<file path="config.mk">
export PLATFORM = sky130hd
export DESIGN_NAME = data_sram_bridge
export DESIGN_NICKNAME = d
export VERILOG_FILES = /design/src/rtl/data_sram_bridge.sv
export SDC_FILE = /design/constraint.sdc
export NUM_CORES = 1
export LEC_CHECK = 0
export ABC_CLOCK_PERIOD_IN_PS = 1900
export BUFFER_PORTS_ARGS = -buffer_cell sky130_fd_sc_hd__buf_4
export CAP_MARGIN = 20
export CORE_AREA = 2 2 115 84
export CTS_CLUSTER_DIAMETER = 120
export CTS_CLUSTER_SIZE = 14
export DETAILED_ROUTE_END_ITERATION = 8
export DIE_AREA = 0 0 117 86
export PLACE_DENSITY = 0.81
export SLEW_MARGIN = 5
export SYNTH_ARGS = -nofsm -noshare
export SYNTH_HDL_FRONTEND = slang
export SYNTH_SLANG_ARGS = --single-unit
</file>
<file path="constraint.sdc">
create_clock -name clk -period 1.9 [get_ports clk]
set_input_delay 0.19 -clock clk [delete_from_list [all_inputs] [get_ports clk]]
set_output_delay 0.19 -clock clk [all_outputs]
set_load 0.05 [all_outputs]
</file>
<file path="src/rtl/data_sram_bridge.sv">
// M-stage load/store to SRAM-like bridge: one request per instruction, stall until data_ok.
// Latency: 3 stall cycles best case (2 if addr_ok and data_ok coincide); waits on addr_ok/data_ok, DONE holds while pipe_stall.
module data_sram_bridge (
    input  logic        clk,
    input  logic        rst,
    input  logic        cpu_en,
    input  logic [3:0]  cpu_wen,
    input  logic [31:0] cpu_addr,
    input  logic [31:0] cpu_wdata,
    input  logic        pipe_stall,
    output logic [31:0] cpu_rdata,
    output logic        stall_req,
    output logic        data_req,
    output logic        data_wr,
    output logic [1:0]  data_size,
    output logic [31:0] data_addr,
    output logic [31:0] data_wdata,
    input  logic        data_addr_ok,
    input  logic        data_data_ok,
    input  logic [31:0] data_rdata
);

    typedef enum logic [1:0] {
        IDLE = 2'd0,
        ADDR = 2'd1,
        DATA = 2'd2,
        DONE = 2'd3
    } state_t;

    state_t      state_q, state_d;
    logic        wr_q, wr_d;
    logic [1:0]  size_q, size_d;
    logic [31:0] addr_q, addr_d;
    logic [31:0] wdata_q, wdata_d;
    logic [31:0] rdata_q, rdata_d;

    // Irregular multi-byte strobes fall back to a full word access.
    function automatic logic [1:0] store_size(input logic [3:0] wen);
        logic [1:0] sz;
        case (wen)
            4'b1111:                            sz = 2'd2;
            4'b0011, 4'b1100:                   sz = 2'd1;
            4'b0001, 4'b0010, 4'b0100, 4'b1000: sz = 2'd0;
            default:                            sz = 2'd2;
        endcase
        return sz;
    endfunction

    always_ff @(posedge clk or negedge rst) begin
        if (!rst) begin
            state_q <= IDLE;
            wr_q    <= 1'b0;
            size_q  <= 2'd0;
            addr_q  <= 32'd0;
            wdata_q <= 32'd0;
            rdata_q <= 32'd0;
        end else begin
            state_q <= state_d;
            wr_q    <= wr_d;
            size_q  <= size_d;
            addr_q  <= addr_d;
            wdata_q <= wdata_d;
            rdata_q <= rdata_d;
        end
    end

    always_comb begin
        state_d   = state_q;
        wr_d      = wr_q;
        size_d    = size_q;
        addr_d    = addr_q;
        wdata_d   = wdata_q;
        rdata_d   = rdata_q;
        data_req  = 1'b0;
        stall_req = 1'b0;
        case (state_q)
            IDLE: begin
                if (cpu_en) begin
                    stall_req = 1'b1;
                    state_d   = ADDR;
                    wr_d      = |cpu_wen;
                    wdata_d   = cpu_wdata;
                    // Loads fetch the whole word; byte/half selection happens in W.
                    if (|cpu_wen) begin
                        size_d = store_size(cpu_wen);
                        addr_d = cpu_addr;
                    end else begin
                        size_d = 2'd2;
                        addr_d = {cpu_addr[31:2], 2'b00};
                    end
                end
            end
            ADDR: begin
                data_req  = 1'b1;
                stall_req = 1'b1;
                if (data_addr_ok) begin
                    if (data_data_ok) begin
                        state_d = DONE;
                        if (!wr_q) rdata_d = data_rdata;
                    end else begin
                        state_d = DATA;
                    end
                end
            end
            DATA: begin
                stall_req = 1'b1;
                if (data_data_ok) begin
                    state_d = DONE;
                    if (!wr_q) rdata_d = data_rdata;
                end
            end
            DONE: begin
                if (!pipe_stall) state_d = IDLE;
            end
            default: state_d = IDLE;
        endcase
    end

    assign cpu_rdata  = rdata_q;
    assign data_wr    = wr_q;
    assign data_size  = size_q;
    assign data_addr  = addr_q;
    assign data_wdata = wdata_q;

endmodule

</file>
==> reports/metrics.yaml <==
io_pins: 207
setup_viol: 0
portBuffers: 206
synth_top_family_by_area: "multiplexers"
ys_ff_latch: 101
drc: 0
arrival_ps: 2060
cts_buffers: 9
fin_util_pct: 67.3
htree_levels: 3
fin_cells: 584
cpPeakStageDelay_ps: 380
critPathRequiredTime_ps: 2110
cts.clk_slew.worst_paths_ps: 70
synth_xor_area_share_pct: 0.224
gp_congestion: 0.718
grt_pass1_vias: 2873
synth_fa_ha_area_share_pct: 1.92
rows: 29
cp_slowest_cell: "dfrtp_1"
yosys_warnings: 0
final_nets: 567
placed_cells: 565
gr-total-overflow: 0
die_w_microns: 117
clock_latency_ps: 330
synth_area_per_cell_sq_um: 16.3
via_per_inst: 4.71
worstHoldPathType: "in2reg"
finalClockSkew_ps: 5.38
final.setup.tns_ps: 0
fin_crit_ps: 1860
dr.first_iter.drc_count: 97
grtUsageTotal_pct: 18.3
crit_buf_inv: 2
yosys.area_share.simple_pct: 2.24
path_cells: "inv_1, ha_1, nand2_1, nor3_4, clkbuf_16, mux2_2"
routed_wl_mm: 9.35
status: "finished clean"
design.core.area_sq_um: 8890
cts.sinks: 101
crit_type: "reg2reg"
synth_compound_area_share_pct: 1.85
crit_family: "flip-flops"
ant_nets: 0
antenna_found_initial: 0
relSlewSlack_pct: 63.7
cts_resized: 0
ys_seq_area_share_pct: 64.5
crit_path_start_kind: "flop"
synthMuxAreaShare_pct: 27.3
syn_area_sq_um: 3920
grt_max_degree: 102
initial_core_util_pct: 44.1
cts-root-buf: "clkbuf_16"
clock_path_buffers: 2
synth_top_area_share_pct: 64.5
tightestPinTransition_ps: 544
finalCritPeriodShare_pct: 97.6
die_area_sq_um: 10100
area_growth_pct: 52.8
firstDrtPassIters: 4
cap_violations: 0
drive_above_1_share_pct: 70.7
hpwl_mm: 6.78
yosysTopAreaCell: "dfrtp_1"
cts_tree: "built"
dieHeight_microns: 86
fin_hold_ws_ps: 74.4
max_clock_freq_ghz: 0.539
ys_top_cells_by_area: "dfrtp_1, mux2_2, ha_1, buf_2, buf_6"
hold_violations: 0
grt_pass1_wl_mm: 14.1
dr_total_vias: 2753
synth_cell_types: 22
maxSlewViolCount: 0
syn-num-nets: 352
diodes: 0
critPathCaptureType: "flop"
post_drt_wl_per_cell_microns: 16.0
nFillCells: 665
syn-instance-count: 240
worstPathMaxFanout: 16
==> worst register-to-register path, delay by kind of cell, from the launching register on <==
kind / cells / cell delay, ps
flip-flops: 1 / 380
buffers and inverters: 2 / 350
multiplexers: 1 / 350
adder cells (fa/ha/maj): 1 / 330
AND/OR/NAND/NOR: 2 / 330
==> metal layers <==
metal	GRT usage, %	share of wire (%)
met1	21.4	39
met2	30.4	49
met3	8.55	11
met4	4.81	1.4
met5	0	0
==> worst paths after layout <==
kind	from	endpoint	slack [ps]	cells after the start
max in group asynchronous	rst	data_addr[24]	1020	3
setup / recovery	state_q[0]	cpu_rdata[12]	40	6
hold reg to reg	cpu_rdata[5]	cpu_rdata[5]	490	1
setup reg to reg	state_q[0]	cpu_rdata[12]	40	6
min in group asynchronous	rst	cpu_rdata[30]	450	3
hold / removal	data_rdata[6]	cpu_rdata[6]	70	2
==> final cells by class <==
cell class,instances,area [sq um],area share (%)
Sequential cell,101,2530,42.2
Timing Repair Buffer,214,1660,27.8
Clock inverter,3,42.5,0.711
Multi-Input combinational cell,127,1320,22.0
Inverter,2,7.51,0.125
Tap cell,124,155,2.59
Clock buffer,13,270,4.52
==> layout by cell type (no fill, tap or decap), types with 2 or more instances in the layout <==
master / Yosys / routed
a21oi_1: 3 / 3
a22o_1: 2 / 2
buf_12: 0 / 3
buf_4: 0 / 209
clkbuf_16: 0 / 10
clkbuf_8: 0 / 3
dfrtp_1: 101 / 101
ha_1: 6 / 5
inv_1: 2 / 2
mux2_1: 2 / 2
mux2_2: 93 / 93
nand2_1: 5 / 4
nand2b_1: 2 / 2
nor2_1: 3 / 3
o21ai_0: 2 / 2
==> synth_stat cells, drive strengths merged <==
master,n
a2111oi,1
a21o,1
a21oi,3
a22o,2
a31oi,1
and3,1
buf,10
dfrtp,101
ha,6
inv,2
mux2,95
nand2,5
nand2b,2
nand4b,1
nor2,3
nor2b,1
nor3,1
o21ai,2
o21bai,1
xor2,1
==> kinds of logic (layout without fill, tap and decap cells) <==
family,after synthesis,after routing
muxes,95,95
and+or+nand+nor,14,14
xor gates and xnor gates,1,1
adders and majority gates,6,6
buffers and inverters,12,232
DFF,101,101
AOI/OAI and AO/OA,11,11
==> metrics by stage <==
stage                     worst slack (ps)  cell area [sq um]
after floorplan                       81.7               3920
after global placement                 166               5630
after detailed placement              90.9               5630
after CTS                             87.0               5950
after global routing                 -24.2               5990
final                                 44.9               5990
==> timing repair <==
item,in CTS,in global routing
endpoints found under the hold margin,101,0
hold buffers,1,0
setup endpoints to repair,0,4
setup buffers,0,1
==> state kept, by name (all words and copies together) (netlist names) <==
name and cells:
cpu_rdata 32, data_addr 32, state_q 2, data_wdata 32, data_size 2, data_wr 1
Power is left out: the tool's default activity adds up to more than one toggle a clock period on the data nets, which glitch-free logic cannot reach.
